$ cat config.mk
export PLATFORM = sky130hd
export DESIGN_NAME = hdmi_line_fetch_ctrl
export DESIGN_NICKNAME = d
export VERILOG_FILES = /design/src/rtl/hdmi_line_fetch_ctrl.sv
export SDC_FILE = /design/constraint.sdc
export NUM_CORES = 1
export LEC_CHECK = 0
export BUFFER_PORTS_ARGS = -buffer_cell sky130_fd_sc_hd__buf_2
export CORE_MARGIN = 4
export CORE_UTILIZATION = 50
export DETAILED_ROUTE_END_ITERATION = 10
export GPL_TIMING_DRIVEN = 0
export PLACE_DENSITY_LB_ADDON = 0.2
export SYNTH_ARGS = -nofsm -noshare
export SYNTH_HDL_FRONTEND = slang
export SYNTH_SLANG_ARGS = --single-unit
$ cat constraint.sdc
create_clock -name clk -period 5.2 [get_ports clk]
set_input_delay 0.26 -clock clk [delete_from_list [all_inputs] [get_ports clk]]
set_output_delay 0.26 -clock clk [all_outputs]
set_load 0.05 [all_outputs]
$ cat src/rtl/hdmi_line_fetch_ctrl.sv
// Frame-buffer line fetcher: turns line requests into back-to-back Avalon-MM bursts
// and streams the returned words to the HDMI line FIFO as one Avalon-ST packet per line.
module hdmi_line_fetch_ctrl #(
  parameter int                    DATA_WIDTH = 32,
  parameter int                    ADDR_WIDTH = 32,
  parameter int                    H_ACTIVE   = 1280,
  parameter int                    V_ACTIVE   = 720,
  parameter int                    BURST_LEN  = 64,
  parameter logic [ADDR_WIDTH-1:0] BASE_ADDR0 = 32'h0000_0000,
  parameter logic [ADDR_WIDTH-1:0] BASE_ADDR1 = 32'h0040_0000
) (
  input  logic                  clk,
  input  logic                  reset,
  input  logic                  frame_buffer_ready,
  input  logic                  frame_done_i,
  input  logic                  line_request_i,
  output logic [ADDR_WIDTH-1:0] avm_address_o,
  output logic                  avm_read_o,
  output logic [7:0]            avm_burstcount_o,
  input  logic                  avm_waitrequest_i,
  input  logic [DATA_WIDTH-1:0] avm_readdata_i,
  input  logic                  avm_readdatavalid_i,
  output logic                  aso_src_valid_o,
  output logic [DATA_WIDTH-1:0] aso_src_data_o,
  output logic                  aso_src_startofpacket_o,
  output logic                  aso_src_endofpacket_o,
  output logic [9:0]            line_cnt_o,
  output logic                  busy_o,
  output logic                  overrun_o
);

  localparam int WCW = (H_ACTIVE > 1) ? $clog2(H_ACTIVE) : 1;
  localparam int BCW = (BURST_LEN > 1) ? $clog2(BURST_LEN) : 1;
  localparam logic [ADDR_WIDTH-1:0] LINE_BYTES  = ADDR_WIDTH'(H_ACTIVE * 4);
  localparam logic [ADDR_WIDTH-1:0] BURST_BYTES = ADDR_WIDTH'(BURST_LEN * 4);
  localparam logic [WCW-1:0]        LAST_WORD   = WCW'(H_ACTIVE - 1);
  localparam logic [BCW-1:0]        LAST_BEAT   = BCW'(BURST_LEN - 1);
  localparam logic [9:0]            LAST_LINE   = 10'(V_ACTIVE - 1);

  typedef enum logic [1:0] {IDLE, CMD, DATA} state_e;

  state_e                state_q, state_d;
  logic [9:0]            line_cnt_q, line_cnt_d;
  logic [ADDR_WIDTH-1:0] line_off_q, line_off_d;
  logic [ADDR_WIDTH-1:0] addr_q, addr_d;
  logic                  newest_bank_q, newest_bank_d;
  logic                  read_bank_q, read_bank_d;
  logic [WCW-1:0]        word_cnt_q, word_cnt_d;
  logic [BCW-1:0]        beat_cnt_q, beat_cnt_d;
  logic                  overrun_q, overrun_d;
  logic                  valid_q, sop_q, eop_q;
  logic [DATA_WIDTH-1:0] data_q;
  logic                  beat;
  logic                  sel_bank;

  always_comb begin
    state_d       = state_q;
    line_cnt_d    = line_cnt_q;
    line_off_d    = line_off_q;
    addr_d        = addr_q;
    newest_bank_d = newest_bank_q ^ frame_done_i;
    read_bank_d   = read_bank_q;
    word_cnt_d    = word_cnt_q;
    beat_cnt_d    = beat_cnt_q;
    overrun_d     = overrun_q;
    beat          = 1'b0;
    // A new frame starts on line 0, so that is where the freshest bank is picked up.
    sel_bank      = (line_cnt_q == '0) ? newest_bank_d : read_bank_q;

    case (state_q)
      IDLE: begin
        if (!frame_buffer_ready) begin
          line_cnt_d = '0;
          line_off_d = '0;
        end else if (line_request_i) begin
          state_d     = CMD;
          read_bank_d = sel_bank;
          addr_d      = (sel_bank ? BASE_ADDR1 : BASE_ADDR0) + line_off_q;
          word_cnt_d  = '0;
          beat_cnt_d  = '0;
        end
      end
      CMD: begin
        if (!avm_waitrequest_i) state_d = DATA;
      end
      DATA: begin
        if (avm_readdatavalid_i) begin
          beat       = 1'b1;
          word_cnt_d = word_cnt_q + 1'b1;
          beat_cnt_d = beat_cnt_q + 1'b1;
          if (beat_cnt_q == LAST_BEAT) begin
            beat_cnt_d = '0;
            if (word_cnt_q == LAST_WORD) begin
              state_d = IDLE;
              if (!frame_buffer_ready || line_cnt_q == LAST_LINE) begin
                line_cnt_d = '0;
                line_off_d = '0;
              end else begin
                line_cnt_d = line_cnt_q + 1'b1;
                line_off_d = line_off_q + LINE_BYTES;
              end
            end else begin
              state_d = CMD;
              addr_d  = addr_q + BURST_BYTES;
            end
          end
        end
      end
      default: state_d = IDLE;
    endcase

    if (line_request_i && state_q != IDLE) overrun_d = 1'b1;
  end

  always_ff @(posedge clk) begin
    if (reset) begin
      state_q       <= IDLE;
      line_cnt_q    <= '0;
      line_off_q    <= '0;
      addr_q        <= '0;
      newest_bank_q <= 1'b0;
      read_bank_q   <= 1'b0;
      word_cnt_q    <= '0;
      beat_cnt_q    <= '0;
      overrun_q     <= 1'b0;
      valid_q       <= 1'b0;
      sop_q         <= 1'b0;
      eop_q         <= 1'b0;
      data_q        <= '0;
    end else begin
      state_q       <= state_d;
      line_cnt_q    <= line_cnt_d;
      line_off_q    <= line_off_d;
      addr_q        <= addr_d;
      newest_bank_q <= newest_bank_d;
      read_bank_q   <= read_bank_d;
      word_cnt_q    <= word_cnt_d;
      beat_cnt_q    <= beat_cnt_d;
      overrun_q     <= overrun_d;
      valid_q       <= beat;
      sop_q         <= beat && (word_cnt_q == '0);
      eop_q         <= beat && (word_cnt_q == LAST_WORD);
      if (beat) data_q <= avm_readdata_i;
    end
  end

  assign avm_address_o           = addr_q;
  assign avm_read_o              = (state_q == CMD);
  assign avm_burstcount_o        = 8'(BURST_LEN);
  assign aso_src_valid_o         = valid_q;
  assign aso_src_data_o          = data_q;
  assign aso_src_startofpacket_o = sop_q;
  assign aso_src_endofpacket_o   = eop_q;
  assign line_cnt_o              = line_cnt_q;
  assign busy_o                  = (state_q != IDLE);
  assign overrun_o               = overrun_q;

endmodule

==> results.json <==
{
  "cp_common_cell": "ha_1",
  "regToRegSetupSlack_ns": 2.66,
  "htree_num_levels": 4,
  "crit_arrival_ns": 2.85,
  "clock_latency_ns": 0.42,
  "syn_inst": 738,
  "multi_input_area_um2": 3110,
  "synth_top_cells_by_area": "dfxtp_1 40%, a21oi_1 8.2%, nand2_1 8.0%",
  "final_cell_mix": "125 x buf_2, 122 x nand2_1, 114 x dfxtp_1",
  "fin_ws_ns": 2.66,
  "finalHoldViolCount": 0,
  "post-place-cells": 1002,
  "ctsHoldBuffers": 0,
  "vias": 6136,
  "criticalPathCategory": "reg2reg",
  "rsz0062_at_grt": "false",
  "grt_max_degree": 17,
  "relSlewSlack": 0.300,
  "slew_viol_final": 0,
  "diodes": 0,
  "cts_setup_buffers": 0,
  "numPortBuffers": 118,
  "cts_tree": "done",
  "path_clk_slew_ns": 0.06,
  "preCtsSetupSlack_ns": 2.70,
  "worstPathRequired_ns": 5.51,
  "skew_ns": 0.00580,
  "dpl-instance-area_um2": 6530,
  "grt_pass1_vias": 5566,
  "drive_above_1_share": 0.214,
  "crit_path_end_kind": "flop",
  "cap_violations": 0,
  "cpMaxStageDelayCell": "dfxtp_1",
  "yosysSeqAreaShare": 0.397,
  "async_flop_share": 0,
  "fin_tns_setup_ns": 0,
  "power.density_nw_per_um2": 330,
  "final_common_cell": "buf_2",
  "fp.dieW_um": 115,
  "cts_buffers": 17,
  "drc": 0,
  "wl_um": 17400,
  "design_area_um2": 7160,
  "core_um2": 11000,
  "gp_congestion": 0.913,
  "period_minus_slack_ns": 2.54,
  "yosys_warnings": 0,
  "drt_iter0_markers": 628,
  "dr.pass1.iters": 7,
  "setup_violations": 0,
  "synth_top_area_share": 0.397,
  "worstMarginPinSlew_ns": 1.02,
  "gr-total-overflow": 0,
  "hold_path.class": "in2reg",
  "viasPerCell": 5.94,
  "fin_cells": 1033,
  "initial_utilization": 0.521,
  "cts.path.max_buffers": 2,
  "yosysUniqueCellTypes": 62,
  "syn_area_per_cell_um2": 7.78,
  "wire_per_inst_um": 16.9,
  "synth-main-ff-cell": "dfxtp_1",
  "crit_family": "adder cells",
  "ff_latch_area_um2": 2280,
  "finalCritPeriodShare": 0.489,
  "cpPeakStageDelay_ns": 0.37,
  "grt_pass1_wl_um": 27800,
  "critPathMaxFanout": 4,
  "area_delta_synth_final_pct": 24.7,
  "cts-root-buf": "clkbuf_16",
  "yosysTopAreaCell": "dfxtp_1",
  "rows": 38,
  "hpwl_um": 12500,
  "power.total_mw": 2.36,
  "die_y_um": 115,
  "netlist_area_um2": 5740,
  "grt_antenna_before_repair": 0,
  "critPathBufInv": 1,
  "max_freq_mhz": 393,
  "ant_nets": 0,
  "ys_seq_elements": 114,
  "post_cts_resized": 0,
  "outcome": "completed",
  "synth-edff-count": 0,
  "io_pins": 127,
  "peakVddDrop_v": 0.000305,
  "nets": 929,
  "crit_chain": "inv_1 -> ha_1 -> nand4b_1 -> mux2_2 -> ha_1 -> ha_1 -> nand3_1 -> nor2_1 -> xnor2_1 -> a21boi_0 -> o221a_2",
  "num-fill-cells": 983,
  "critPathLaunchType": "flop",
  "leakagePower_nw": 2.81,
  "grt_use_total": 0.264,
  "clock_sinks": 114,
  "dieArea_um2": 13300
}
==> flip-flops by register name, indices dropped and copies added (netlist names) <==
register                 flops
overrun_o                    1
state_q                      2
avm_address_o               25
aso_src_valid_o              1
newest_bank_q                1
line_off_q                  22
read_bank_q                  1
word_cnt_q                  11
beat_cnt_q                   6
line_cnt_o                  10
aso_src_startofpacket_o      1
aso_src_data_o              32
aso_src_endofpacket_o        1
==> area by class of cell <==
type,count,area share
timing repair buffer,118,0.0824
buffer,62,0.0449
tap,140,0.0244
inverter,14,0.00733
sequential,114,0.319
clock inverter,11,0.0258
multi-input combinational,554,0.434
clock buffer,20,0.0623
==> cell usage after synthesis, types with 5 or more instances <==
master / instances
nand4_1: 19
xor2_1: 15
ha_1: 9
xnor2_1: 6
clkbuf_1: 35
buf_4: 15
a21oi_1: 94
and3_1: 7
a21o_1: 5
nand3_1: 30
and2_1: 6
dfxtp_1: 114
nand2_1: 122
a31oi_1: 8
o21ai_0: 43
inv_1: 14
nor2_1: 52
nor3_1: 13
or4_1: 12
a211oi_1: 7
or3_1: 15
buf_2: 7
o31ai_1: 12
nor4_1: 7
and4_1: 6
nand2b_1: 6
==> where the power goes <==
group          leakage [nW]  total [mW]  internal [mW]  switching [mW]
Sequential            0.921       0.902          0.889          0.0131
Combinational          1.58       0.207         0.0574           0.149
Clock                 0.306        1.25          0.854           0.399
==> per-layer routing <==
metal,track usage,vias up,share of wire
met5,0,-,0
met4,0.118,0,0.024
met3,0.0684,45,0.091
met2,0.416,321,0.47
met1,0.342,2865,0.41
li1,-,2905,-
==> stage by stage <==
step	utilization	hold WS, ns
after CTS	0.650	0.0560
after floorplan	-	0.396
after global routing	0.650	0.0686
after global placement	0.592	0.440
final	0.650	0.0700
after detailed placement	0.592	0.443
==> path summary, 6_finish.rpt <==
kind,startpoint,endpoint,depth (start not counted)
worst min-delay path,avm_readdata_i[21],aso_src_data_o[21],3
worst max register to register,line_cnt_o[0],avm_address_o[28],11
worst min register to register,aso_src_data_o[25],aso_src_data_o[25],2
worst max-delay path,line_cnt_o[0],avm_address_o[28],11
==> logic make-up after synthesis <==
kind of cell	after synthesis	share of synthesized area
flops	114	0.397
compound gates	196	0.203
other cells	2	0.00131
simple gates	317	0.276
fa+ha+maj	9	0.0196
buf+inv	76	0.0651
xor+xnor	21	0.0320
mux	3	0.00566
==> worst min-delay path, stage by stage <==
cell	delay [ns]
buf_2	0.09
nand2_1	0.04
a21oi_1	0.05
(Power assumes the default switching activity.)
